**config.mk**
```make
export PLATFORM = sky130hd
export DESIGN_NAME = fetch_stage_flat
export DESIGN_NICKNAME = d
export VERILOG_FILES = /design/src/rtl/fetch_pkg.sv /design/src/rtl/fetch_stage_if.sv /design/src/rtl/fetch_fifo.sv /design/src/rtl/fetch_stage.sv /design/src/flat_wrapper.sv
export SDC_FILE = /design/constraint.sdc
export NUM_CORES = 1
export LEC_CHECK = 0
export CAP_MARGIN = 20
export CORE_ASPECT_RATIO = 0.5
export CORE_MARGIN = 3
export CORE_UTILIZATION = 30
export DETAILED_ROUTE_END_ITERATION = 12
export PLACE_DENSITY = 0.53
export SETUP_SLACK_MARGIN = 0.1
export SYNTH_ARGS = -nofsm -noshare
export SYNTH_HDL_FRONTEND = slang
export SYNTH_SLANG_ARGS = --single-unit
```
**constraint.sdc**
```tcl
create_clock -name clk -period 11.7 [get_ports clk]
set_clock_uncertainty 0.15 [all_clocks]
set_input_delay 1.755 -clock clk [delete_from_list [all_inputs] [get_ports clk]]
set_output_delay 1.755 -clock clk [all_outputs]
set_load 0.1 [all_outputs]
```
**src/rtl/fetch_pkg.sv**
```systemverilog
// Shared types and constants for the LEGv8 instruction-fetch front end.
package fetch_pkg;

  localparam int unsigned INSTR_W = 32;
  localparam int unsigned OP_MSB  = 31;
  localparam int unsigned OP_LSB  = 21;
  localparam int unsigned PC_INC  = 4;
  localparam int unsigned PC_W    = 64;

  typedef enum logic [1:0] {
    IDLE  = 2'd0,
    REQ   = 2'd1,
    DRAIN = 2'd2
  } fetch_state_t;

  typedef struct packed {
    logic [PC_W-1:0]    pc;
    logic [INSTR_W-1:0] instr;
  } fetch_entry_t;

endpackage

```
**src/rtl/fetch_stage_if.sv**
```systemverilog
// Instruction-memory req/ack bus between the fetch stage and instruction memory.
interface fetch_stage_if
  import fetch_pkg::*;
#(
  parameter int unsigned N = 64
);
  logic               imem_req;
  logic [N-1:0]       imem_addr;
  logic               imem_ack;
  logic [INSTR_W-1:0] imem_rdata;

  modport master (output imem_req, output imem_addr, input imem_ack, input imem_rdata);
  modport slave  (input imem_req, input imem_addr, output imem_ack, output imem_rdata);
endinterface

```
**src/rtl/fetch_fifo.sv**
```systemverilog
// Small power-of-two instruction buffer; flush dominates push and pop.
module fetch_fifo
  import fetch_pkg::*;
#(
  parameter int unsigned DEPTH = 2
) (
  input  logic                     clk,
  input  logic                     rst_n,
  input  logic                     push_i,
  input  fetch_entry_t             push_data_i,
  input  logic                     pop_i,
  input  logic                     flush_i,
  output fetch_entry_t             head_o,
  output logic [$clog2(DEPTH):0]   count_o,
  output logic                     full_o,
  output logic                     empty_o
);
  localparam int unsigned AW = $clog2(DEPTH);
  localparam int unsigned CW = AW + 1;
  localparam logic [AW:0] FULL_C = CW'(DEPTH);

  fetch_entry_t    mem_q [DEPTH];
  logic [AW-1:0]   wr_ptr_q, wr_ptr_d, rd_ptr_q, rd_ptr_d;
  logic [AW:0]     count_q, count_d;
  logic            do_push, do_pop;

  assign full_o  = (count_q == FULL_C);
  assign empty_o = (count_q == '0);
  assign count_o = count_q;
  assign head_o  = mem_q[rd_ptr_q];

  assign do_push = push_i && !flush_i && !full_o;
  assign do_pop  = pop_i && !flush_i && !empty_o;

  always_comb begin
    wr_ptr_d = wr_ptr_q;
    rd_ptr_d = rd_ptr_q;
    count_d  = count_q;
    if (flush_i) begin
      wr_ptr_d = '0;
      rd_ptr_d = '0;
      count_d  = '0;
    end else begin
      if (do_push) wr_ptr_d = wr_ptr_q + AW'(1);
      if (do_pop)  rd_ptr_d = rd_ptr_q + AW'(1);
      case ({do_push, do_pop})
        2'b10:   count_d = count_q + CW'(1);
        2'b01:   count_d = count_q - CW'(1);
        default: count_d = count_q;
      endcase
    end
  end

  always_ff @(posedge clk or negedge rst_n) begin
    if (!rst_n) begin
      wr_ptr_q <= '0;
      rd_ptr_q <= '0;
      count_q  <= '0;
    end else begin
      wr_ptr_q <= wr_ptr_d;
      rd_ptr_q <= rd_ptr_d;
      count_q  <= count_d;
    end
  end

  // Storage needs no reset: the head is only visible while count is non-zero.
  always_ff @(posedge clk) begin
    if (do_push) mem_q[wr_ptr_q] <= push_data_i;
  end

endmodule

```
**src/rtl/fetch_stage.sv**
```systemverilog
// LEGv8 fetch front end: sequential PC generation, one-outstanding imem handshake,
// buffered hand-off to decode with stall absorption and branch redirect.
module fetch_stage
  import fetch_pkg::*;
#(
  parameter int unsigned   N        = 64,
  parameter logic [N-1:0]  RESET_PC = '0,
  parameter int unsigned   DEPTH    = 2
) (
  input  logic               clk,
  input  logic               reset,
  fetch_stage_if.master      imem,
  input  logic               stall,
  input  logic               br_taken,
  input  logic [N-1:0]       br_target,
  output logic               if_valid,
  output logic [INSTR_W-1:0] if_instr,
  output logic [N-1:0]       if_pc,
  output logic [10:0]        op
);
  localparam int unsigned CW  = $clog2(DEPTH) + 1;
  localparam int unsigned CW1 = CW + 1;
  localparam logic [CW:0] DEPTH_C = CW1'(DEPTH);

  fetch_state_t  state_q, state_d;
  logic [N-1:0]  pc_q, pc_d, req_addr_q, req_addr_d;
  logic [N-1:0]  br_pc, pc_inc;
  logic [CW-1:0] count;
  logic [CW:0]   count_after;
  logic          fifo_full, fifo_empty;
  logic          ack_fire, push, pop;
  fetch_entry_t  push_entry, head;
  logic          unused_br_lsbs;

  assign unused_br_lsbs = ^br_target[1:0];
  assign br_pc   = {br_target[N-1:2], 2'b00};
  assign pc_inc  = pc_q + N'(PC_INC);

  // Data is only accepted in REQ; acks in IDLE or DRAIN are ignored or dropped.
  assign ack_fire = (state_q == REQ) && imem.imem_ack;
  assign push     = ack_fire && !br_taken;
  assign pop      = if_valid && !stall && !br_taken;
  assign count_after = {1'b0, count} + {{CW{1'b0}}, push} - {{CW{1'b0}}, pop};

  assign push_entry.pc    = PC_W'(req_addr_q);
  assign push_entry.instr = imem.imem_rdata;

  fetch_fifo #(
    .DEPTH (DEPTH)
  ) u_fifo (
    .clk         (clk),
    .rst_n       (reset),
    .push_i      (push),
    .push_data_i (push_entry),
    .pop_i       (pop),
    .flush_i     (br_taken),
    .head_o      (head),
    .count_o     (count),
    .full_o      (fifo_full),
    .empty_o     (fifo_empty)
  );

  always_comb begin
    state_d    = state_q;
    pc_d       = pc_q;
    req_addr_d = req_addr_q;
    case (state_q)
      IDLE: begin
        if (br_taken) begin
          pc_d       = br_pc;
          req_addr_d = br_pc;
          state_d    = REQ;
        end else if (!fifo_full) begin
          req_addr_d = pc_q;
          state_d    = REQ;
        end
      end
      REQ: begin
        if (br_taken) begin
          pc_d = br_pc;
          if (imem.imem_ack) req_addr_d = br_pc;
          else               state_d    = DRAIN;
        end else if (imem.imem_ack) begin
          pc_d = pc_inc;
          if (count_after < DEPTH_C) req_addr_d = pc_inc;
          else                       state_d    = IDLE;
        end
      end
      DRAIN: begin
        // The in-flight response belongs to a flushed path; wait it out, then restart.
        if (br_taken) pc_d = br_pc;
        if (imem.imem_ack) begin
          state_d    = REQ;
          req_addr_d = br_taken ? br_pc : pc_q;
        end
      end
      default: state_d = IDLE;
    endcase
  end

  always_ff @(posedge clk or negedge reset) begin
    if (!reset) begin
      state_q    <= IDLE;
      pc_q       <= RESET_PC;
      req_addr_q <= '0;
    end else begin
      state_q    <= state_d;
      pc_q       <= pc_d;
      req_addr_q <= req_addr_d;
    end
  end

  assign imem.imem_req  = (state_q != IDLE);
  assign imem.imem_addr = req_addr_q;

  assign if_valid = !fifo_empty;
  assign if_instr = if_valid ? head.instr : '0;
  assign if_pc    = if_valid ? head.pc[N-1:0] : '0;
  assign op       = if_valid ? head.instr[OP_MSB:OP_LSB] : '0;

endmodule

```
**src/flat_wrapper.sv**
```systemverilog
// flat-port wrapper written by rule: the top's interface ports become plain ports
module fetch_stage_flat import fetch_pkg::*;
#(
  parameter int unsigned   N        = 64,
  parameter logic [N-1:0]  RESET_PC = '0,
  parameter int unsigned   DEPTH    = 2
)
  (clk, reset, stall, br_taken, br_target, if_valid, if_instr, if_pc, op, imem_imem_req, imem_imem_addr, imem_imem_ack, imem_imem_rdata);
  fetch_stage_if #(.N(N)) imem_i ();
  input  logic clk;
  input  logic reset;
  input  logic stall;
  input  logic br_taken;
  input  logic [N-1:0] br_target;
  output logic if_valid;
  output logic [INSTR_W-1:0] if_instr;
  output logic [N-1:0] if_pc;
  output logic [10:0] op;
  output wire logic [$bits(imem_i.imem_req)-1:0] imem_imem_req;
  output wire logic [$bits(imem_i.imem_addr)-1:0] imem_imem_addr;
  input wire logic [$bits(imem_i.imem_ack)-1:0] imem_imem_ack;
  input wire logic [$bits(imem_i.imem_rdata)-1:0] imem_imem_rdata;
  assign imem_imem_req = imem_i.imem_req;
  assign imem_imem_addr = imem_i.imem_addr;
  assign imem_i.imem_ack = imem_imem_ack;
  assign imem_i.imem_rdata = imem_imem_rdata;
  fetch_stage #(.N(N), .RESET_PC(RESET_PC), .DEPTH(DEPTH)) u_core (.clk(clk), .reset(reset), .imem(imem_i), .stall(stall), .br_taken(br_taken), .br_target(br_target), .if_valid(if_valid), .if_instr(if_instr), .if_pc(if_pc), .op(op));
endmodule
```
==> results of run 1 <==
[logic make-up (layout without fill, tap and decap cells)]
group                    Yosys count  count (layout)  synth area share, %
other                              0               1                    0
flip-flops                       326             326                 56.5
AND/OR/NAND/NOR                  554             554                 17.0
AO/OA/AOI/OAI                    321             321                 12.7
multiplexers                     106             106                 6.60
buffers and inverters            152             374                 4.04
adder cells (fa/ha/maj)            3               3                0.279
XOR/XNOR                          54              54                 2.93
[critical path, cell delays in order, from the launching register on]
cell             delay [ns]
dfrtp_4                1.04
buf_4                  0.85
mux2i_1                0.36
nor2_1                 0.16
clkdlybuf4s50_1        1.15
[how the worst min path moves through the flow]
stage	depth (start not counted)	slack, ns	startpoint	to
finish	1	0.34	u_core.pc_q[1]	u_core.pc_q[1]
floorplan	1	0.30	u_core.pc_q[0]	u_core.pc_q[0]
detailed placement	1	0.32	u_core.pc_q[1]	u_core.pc_q[1]
CTS	1	0.34	u_core.pc_q[1]	u_core.pc_q[1]
global placement	1	0.32	u_core.pc_q[1]	u_core.pc_q[1]
global route	1	0.36	u_core.pc_q[0]	u_core.pc_q[0]
[cells in the final DEF (no fill, tap or decap), types with 18 or more instances in the layout]
cell | synthesis | final
nor2_1 | 212 | 209
nand2_1 | 124 | 124
buf_4 | 12 | 21
o22ai_1 | 34 | 34
and3_1 | 22 | 21
nand4_1 | 38 | 38
o21ai_0 | 72 | 72
clkbuf_16 | 0 | 36
edfxtp_1 | 192 | 192
nand3_1 | 32 | 32
mux2i_1 | 103 | 103
dfrtp_1 | 134 | 133
clkdlybuf4s50_1 | 0 | 269
nor3_1 | 44 | 43
a21oi_1 | 88 | 87
nor4_1 | 18 | 18
xnor2_1 | 48 | 48
[layout make-up]
type,count,area (µm²)
multi-input combinational,1038,6420
inverter,18,67.6
clock inverter,18,189
antenna,1,2.50
timing repair buffer,292,2890
sequential,326,9120
tap,701,877
clock buffer,46,938
fill,5149,32000
[metal layers]
metal	vias to the layer above	global-route usage, %
li1	5963	-
met1	6471	26.9
met2	407	30.9
met3	62	3.30
met4	0	4.24
met5	-	0
[power by group through the flow]
stage | sequential [mW] | combinational, mW | clock [mW]
floorplan | 2.04 | 0.579 | 0
global placement | 1.66 | 1.41 | 0
detailed placement | 1.67 | 1.42 | 0
CTS | 1.65 | 1.42 | 1.15
global route | 1.68 | 1.48 | 1.19
finish | 1.65 | 1.42 | 1.12
[metrics by stage]
| stage | power (mW) | hold slack [ns] | util (%) |
|---|---|---|---|
| finish | 4.19 | 0.338 | 39.0 |
| global route | 4.35 | 0.357 | 39.0 |
| CTS | 4.22 | 0.341 | 39.0 |
| detailed placement | 3.09 | 0.323 | 36.9 |
| global placement | 3.07 | 0.320 | 36.8 |
| floorplan | 2.62 | 0.304 | - |
[flip-flops by register name (all words and copies together), names as in the netlist]
signal and flops:
u_core.u_fifo.mem_q 192, u_core.imem.imem_addr 64, u_core.pc_q 64, u_core.u_fifo.count_o 2
u_core.state_q 2, u_core.u_fifo.wr_ptr_q 1, u_core.u_fifo.rd_ptr_q 1
==> run metrics, run 1 <==
initial DRC count 1,203; Logic pwr share 33.8%; Final ANT Viol Nets 0; CTS Hold Buffers Added 0; chip height 170 µm; # placed instances 2,375; Slew HR 26.6%; final hold vios 0; Post-synth top cells nor2_1 (212), edfxtp_1 (192), dfrtp_1 (134), nand2_1 (124), mux2i_1 (103); Detailed Routing Iterations Pass 1 6; latest clock arrival within the worst-skew pair 0.54 ns; GR Overflow Total 0; Ports 274; design area 20,500 µm²; Critical Path Start Type flip-flop; ranking of synthesized cells by area edfxtp_1 (36%), dfrtp_1 (21%), mux2i_1 (6.4%), nor2_1 (4.9%), nand2_1 (2.9%); die width 334 µm; Critical Path End Type primary output; worst hold path class flip-flop to flip-flop; cells after synthesis 1,516; count leader, synth nor2_1; CTS tree yes; CP Capture Point if_pc[22]; share of cells above drive strength 1 6.79%; number of global-route vias before repair 11,982; post-synth design cell area 16,100 µm²; Max IR drop VDD 96.4 µV; post_cts resized 0; Synth Register Bits 326; sequential power share 39.5%; half-perimeter wire length after detailed placement 38,200 µm; PwrDens 204 nW/µm²; met3 WL 3490 µm; minimum clock period 6.12 ns; Net Count, Synth 1,620; switching portion of total power 42.4%; Post CTS Setup Buffer Count 0; CTS clk-pin slew, worst paths 0.06 ns; sequential share of the synthesized area 56.5%; max_cap viols 0; routed via count 12,903; clock network power share 26.7%; total track usage 19.1%; CTS buffer count 35; Int Pwr 2.41 mW; total negative setup slack 0 ns; Synth Flop Type edfxtp_1; # rows 59; RSZ-0062 raised after global routing no; Slew @ Worst Pin 1.10 ns; Longest Clk Path Bufs 3; first-pass GRT wire length 81,500 µm; Critical Path RT 9.80 ns; Post-synth ARST share 41.1%; routed wl met2 26,400 µm; via density per instance 5.29; Layout area overhead 27.1%; Met1 Wirelength 25,000 µm; synthesized area per cell 10.6 µm²; Cell Area, Placed 19,400 µm²; worst r2r dst u_core.imem.imem_addr[20]; Final GP Congestion 0.878; critical path peak fanout 51; number of synthesized flops with an enable pin 192; Max Fclk 0.163 GHz; CORE AREA 52,600 µm²; Post-route DRC 0; post-synth cell types 74; Yosys warnings 0; Post-Layout Cell Count 2,440; DR WL/cell 22.9 µm; Die ar. 56,800 µm²; flop2flop setup slack 6.90 ns; final setup violating endpoints 0; Max Slew Vio Count 0; FF-to-FF path depth 10; largest net degree at the start of global routing 92; crit path kind flip-flop to primary output; starting density of the core 30.7%; IO Port Bufs 271; H-tree depth 2; CTS root buf clkbuf_16; top sig layer met4; final period utilization 52.3%; FF-to-FF Start u_core.u_fifo.count_o[1]; leading area contributor after synthesis edfxtp_1; final wirelength 55,900 µm; status completed; initial antenna violation count 1; post-synth top area share 35.7%; worst path arrival time 4.22 ns; CTS Sinks 326; Crit. Startpoint u_core.u_fifo.rd_ptr_q; nets 1,815; final worst setup slack 5.58 ns; Psw 1.78 mW; Post-Place Worst Slack 5.12 ns; P_leak 6.85 nW
(Power assumes the default switching activity.)
==> run 2, diff against run 1 <==
Settings changed: PLACE_DENSITY 0.53 to 0.55.
Clock period 11.7 ns to 5.6 ns, I/O delays scaled along.
==> run 2 against run 1 <==
Sequential cell count is the same. Largest cell class unchanged. Highest routed layer unchanged. Via count grew 0.36%. Sequential power grew 110%. First-iteration DRC count shrank 9.0%. Global-route usage shrank 0.30 points. Register-to-register slack lost 5.4 ns. Final cell count grew 0.33%. Critical path type unchanged. Utilization grew 0.28 points.
==> run metrics, run 2 (synthesis gave the netlist of run 1 again) <==
Fill cells 5,125 (was 5,149); RSZ-0062 raised after global routing no (unchanged); CP Cell Sequence buf_4, mux2i_1, nor2_1, clkdlybuf4s50_1 (unchanged); CTS Hold Buffers Added 0 (unchanged); largest net degree at the start of global routing 131 (was 92); initial antenna violation count 4 (was 1); crit path kind flip-flop to primary output (unchanged); Worst path slowest cell clkdlybuf4s50_1 (unchanged); total negative setup slack 0 ns (unchanged); Die ar. 56,800 µm² (unchanged); routed wl met2 26,600 µm (was 26,400 µm); via density per instance 5.29 (about the same); Final GP Congestion 0.884 (was 0.878); PwrDens 431 nW/µm² (was 204 nW/µm²); CTS buffer count 35 (unchanged); CTS clk-pin slew, worst paths 0.07 ns (was 0.06 ns); number of global-route vias before repair 12,309 (was 11,982); commonest non-fill, non-tap cell in the layout clkdlybuf4s50_1 (unchanged); Post-route DRC 0 (unchanged); Final ANT Viol Nets 0 (unchanged); final core utilization 39.3% (was 39.0%); Critical Path Start Type flip-flop (unchanged); Max Fclk 0.221 GHz; final hold vios 0 (unchanged); routed via count 12,949 (was 12,903); worst path arrival time 3.54 ns (was 4.22 ns); Max Slew Vio Count 0 (unchanged); final setup violating endpoints 0 (unchanged); status completed (unchanged); most frequent cells in the layout clkdlybuf4s50_1 (269), nor2_1 (209), edfxtp_1 (192) (unchanged); H-tree depth 2 (unchanged); initial DRC count 1,095 (was 1,203); Ports 274 (unchanged); GR Overflow Total 0 (unchanged); Slew @ Worst Pin 1.07 ns (was 1.10 ns); first-pass GRT wire length 81,100 µm (was 81,500 µm); CORE AREA 52,600 µm² (unchanged); max_cap viols 0 (unchanged); CTS root buf clkbuf_16 (unchanged); post_cts resized 0 (unchanged); Longest Clk Path Bufs 3 (unchanged); CTS tree yes (unchanged); Layout area overhead 28.0% (was 27.1%); Max IR drop VDD 199 µV (was 96.4 µV); CTS Sinks 326 (unchanged); IO Port Bufs 271 (unchanged); FF-to-FF path depth 11 (was 10); worst hold path class primary input to asynchronous set/reset pin (was flip-flop to flip-flop); Critical Path RT 4.61 ns (was 9.80 ns); Detailed Routing Iterations Pass 1 5 (was 6); half-perimeter wire length after detailed placement 38,100 µm (was 38,200 µm); top sig layer met4 (unchanged); critical path peak fanout 45 (was 51); Critical Path End Type primary output (unchanged); final wirelength 55,200 µm (was 55,900 µm); share of cells above drive strength 1 7.45% (was 6.79%); Post CTS Setup Buffer Count 0 (unchanged); minimum clock period 4.53 ns; CP peak stage delay 1.17 ns (was 1.15 ns); total track usage 18.8% (was 19.1%); die width 334 µm (unchanged); P_leak 6.93 nW (was 6.85 nW); Sequential cell area 9120 µm² (unchanged); final period utilization 81.0%; Met1 Wirelength 23,800 µm (was 25,000 µm); chip height 170 µm (unchanged); Slew HR 28.2% (was 26.6%); met3 WL 3430 µm (was 3490 µm); latest clock arrival within the worst-skew pair 0.53 ns (was 0.54 ns); starting density of the core 30.7% (unchanged); area of the multi-input gates 6420 µm² (about the same); # rows 59 (unchanged); nets 1,823 (was 1,815); Largest Register u_core.u_fifo.mem_q (unchanged); Largest register FFs 192 (unchanged); DR WL/cell 22.5 µm (was 22.9 µm)
## run 2: cell types whose count changed in the layout (fill, tap and decap cells not counted), sizes merged
cell,previous run,this run
clkinv,10,5
clkbuf,46,43
diode,1,3
clkinvlp,4,3
buf,23,31
bufinv,3,7
inv,19,22
## run 2: report_power, final
part	switching, mW	internal, mW	leakage [nW]
logic	2.22	0.744	3.01
registers	0.473	2.97	3.34
clock network	1.00	1.50	0.581
total	3.69	5.21	6.93
## run 2: path summary, 6_finish.rpt
path	start	end	slack (ns)
min	reset	u_core.imem.imem_addr[45]	0.29
min reg2reg	u_core.pc_q[1]	u_core.pc_q[1]	0.34
min in group clk	u_core.pc_q[1]	u_core.pc_q[1]	0.34
max	u_core.u_fifo.rd_ptr_q	if_pc[36]	1.07
max in group asynchronous	reset	u_core.pc_q[28]	3.89
max reg2reg	u_core.u_fifo.count_o[1]	u_core.imem.imem_addr[49]	1.50
## run 2: final cells by class
cell class              instances  share of cell area [%]
flip-flops and latches        326                    44.2
well taps                     701                    4.25
inverters                      18                   0.327
multi-input cells            1038                    31.1
clock buffers                  43                    4.43
clock inverters                19                    1.41
repair buffers                300                    14.3
diodes                          3                  0.0363
## run 2: per-stage QoR
stage	std cells	power [mW]	setup slack, ns	hold slack (ns)	area, µm²
3_5_place_dp	2383	6.44	0.980	0.322	19400
5_1_grt	2448	9.23	0.877	0.352	20700
6_report	2448	8.90	1.07	0.290	20700
2_1_floorplan	1516	5.47	0.841	0.304	16100
4_1_cts	2445	8.95	0.977	0.329	20700
3_3_place_gp	2383	6.41	0.983	0.319	19400
## run 2: metal layers
| metal | track usage [%] | up-vias |
|---|---|---|
| li1 | - | 6000 |
| met1 | 25.3 | 6485 |
| met2 | 30.9 | 386 |
| met3 | 3.55 | 78 |
| met4 | 5.62 | 0 |
| met5 | 0 | - |
## run 2: worst max-delay path: cells and delay by family (launching register included)
family	cells	cell delay [ns]
buffers and inverters	2	1.68
flip-flops	1	0.98
multiplexers	1	0.14
AND/OR/NAND/NOR	1	0.19
==> run 3, diff against run 2 <==
Clock period 5.6 ns to 4 ns, I/O delays scaled along.
==> run 3 against run 2 <==
Hold slack gained 0.058 ns. Register-to-register slack worse by 0.85 ns. Critical path depth increased by 1. Non-clock buffer count increased by 19. Utilization decreased by 0.17 points. Setup slack worse by 0.68 ns. Clock-buffer cell count is 2 higher. Critical path type unchanged. Critical endpoint is now if_pc[40]. Largest power group unchanged.
==> run metrics, run 3 (synthesis gave the netlist of run 1 again) <==
Fill cells 5,158 (was 5,125); minimum hold slack 0.348 ns (was 0.290 ns); final wirelength 55,300 µm (was 55,200 µm); first-pass GRT wire length 81,000 µm (was 81,100 µm); minimum clock period 3.62 ns; CTS Hold Buffers Added 1 (was 0); PwrDens 595 nW/µm² (was 431 nW/µm²); family with the most delay on the worst path buffers and inverters (unchanged); Layout area overhead 27.4% (was 28.0%); CTS root buf clkbuf_16 (unchanged); worst hold path class flip-flop to flip-flop (was primary input to asynchronous set/reset pin); CTS buffer count 35 (unchanged); CP peak stage delay 0.66 ns (was 1.17 ns); Critical Path Start Type flip-flop (unchanged); Slew @ Worst Pin 1.08 ns (was 1.07 ns); Final GP Congestion 0.913 (was 0.884); Worst path slowest cell buf_4 (was clkdlybuf4s50_1); Crit. Startpoint u_core.u_fifo.count_o[1] (was u_core.u_fifo.rd_ptr_q); worst path arrival time 2.87 ns (was 3.54 ns); FF-to-FF Start u_core.pc_q[2] (was u_core.u_fifo.count_o[1]); area of the multi-input gates 6450 µm² (was 6420 µm²); Crit. path cell count 5 (was 4); RSZ-0062 raised after global routing no (unchanged); flop2flop setup slack 0.65 ns (was 1.50 ns); largest net degree at the start of global routing 129 (was 131); CORE AREA 52,600 µm² (unchanged); GR Overflow Total 0 (unchanged); Largest Register u_core.u_fifo.mem_q (unchanged); die width 334 µm (unchanged); P_leak 7.23 nW (was 6.93 nW); most frequent cells in the layout nor2_1 (199), edfxtp_1 (192), clkdlybuf4s50_1 (160) (was clkdlybuf4s50_1 (269), nor2_1 (209), edfxtp_1 (192)); Die ar. 56,800 µm² (unchanged); DR WL/cell 22.4 µm (was 22.5 µm); Ports 274 (unchanged); via density per instance 5.25 (was 5.29); routed wl met2 26,000 µm (was 26,600 µm); top sig layer met5 (was met4); Critical Path RT 3.25 ns (was 4.61 ns); met3 WL 3160 µm (was 3430 µm); Longest Clk Path Bufs 3 (unchanged); share of cells above drive strength 1 14.9% (was 7.45%); max_cap viols 0 (unchanged); Post-Place Worst Slack 0.0889 ns (was 0.980 ns); # rows 59 (unchanged); commonest non-fill, non-tap cell in the layout nor2_1 (was clkdlybuf4s50_1); Largest register FFs 192 (unchanged); CTS clk-pin slew, worst paths 0.06 ns (was 0.07 ns); worst r2r dst u_core.pc_q[60] (was u_core.imem.imem_addr[49]); H-tree depth 2 (unchanged); CP Capture Point if_pc[40] (was if_pc[36]); critical path peak fanout 51 (was 45); total negative setup slack 0 ns (unchanged); Max Slew Vio Count 0 (unchanged); Buf+Inv Stages, Crit Path 3 (was 2); status completed (unchanged); nets 1,842 (was 1,823); Max IR drop VDD 265 µV (was 199 µV); final period utilization 90.5%; crit path kind flip-flop to primary output (unchanged); FF-to-FF path depth 7 (was 11); Detailed Routing Iterations Pass 1 5 (unchanged); latest clock arrival within the worst-skew pair 0.54 ns (was 0.53 ns); Met1 Wirelength 24,800 µm (was 23,800 µm); Post-route DRC 0 (unchanged); final worst setup slack 0.382 ns (was 1.07 ns); half-perimeter wire length after detailed placement 38,700 µm (was 38,100 µm); Most common cell on crit path buf_4; CTS tree yes (unchanged); Critical Path End Type primary output (unchanged); starting density of the core 30.7% (unchanged); total track usage 18.8% (about the same); number of global-route vias before repair 12,183 (was 12,309); routed via count 12,942 (was 12,949); CTS Sinks 326 (unchanged); CP Cell Sequence nor2_4, buf_4, buf_4, nor2_1, buf_4 (was buf_4, mux2i_1, nor2_1, clkdlybuf4s50_1); IO Port Bufs 271 (unchanged); Max Fclk 0.276 GHz; chip height 170 µm (unchanged); Sequential cell area 9120 µm² (unchanged); final setup violating endpoints 0 (unchanged); initial antenna violation count 2 (was 4); initial DRC count 1,246 (was 1,095); Slew HR 27.5% (was 28.2%); Post CTS Setup Buffer Count 0 (unchanged); Final ANT Viol Nets 0 (unchanged); Total Power 12.2 mW (was 8.90 mW); final hold vios 0 (unchanged); post_cts resized 0 (unchanged)
run 3: changes by cell type in the layout (fill, tap and decap cells not counted), moves of 4 or more:
| cell | change |
|---|---|
| buf_4 | +118 |
| nor2_1 | -10 |
| bufinv_16 | -5 |
| clkdlybuf4s50_1 | -109 |
| nor2_2 | +10 |
| clkinv_1 | +4 |
| buf_12 | +9 |
run 3: worst min path at each step:
stage / endpoint / depth (start not counted) / start
after floorplan: u_core.imem.imem_addr[0] / 0 / reset
after global placement: u_core.pc_q[0] / 1 / u_core.pc_q[0]
after detailed placement: u_core.pc_q[0] / 1 / u_core.pc_q[0]
after CTS: u_core.pc_q[1] / 1 / u_core.pc_q[1]
after global routing: u_core.pc_q[0] / 1 / u_core.pc_q[0]
final: u_core.pc_q[1] / 1 / u_core.pc_q[1]
run 3: layer usage:
layer | global-route usage (%) | up-vias
met5 | 0 | -
met4 | 4.95 | 2
met3 | 2.71 | 74
met2 | 30.6 | 409
met1 | 26.3 | 6447
li1 | - | 6010
run 3: cell type report:
cell class                      instances  share of cell area [%]
Antenna cell                            1                  0.0122
Clock buffer                           45                    4.59
Clock inverter                         19                   0.827
Inverter                               18                   0.328
Multi-Input combinational cell       1038                    31.3
Sequential cell                       326                    44.3
Tap cell                              701                    4.26
Timing Repair Buffer                  319                    14.3
run 3: power by group:
part	switching, mW	internal (mW)	total (mW)
sequential	0.661	4.15	4.81
clock	1.42	1.82	3.24
combinational	3.12	1.07	4.18
total	5.20	7.04	12.2
run 3: metrics by stage:
step	utilization (%)	area, µm²	std cells
2_1_floorplan	-	16200	1516
3_3_place_gp	37.0	19400	2401
3_5_place_dp	37.0	19400	2401
4_1_cts	39.1	20600	2466
5_1_grt	39.1	20600	2467
6_report	39.1	20600	2467
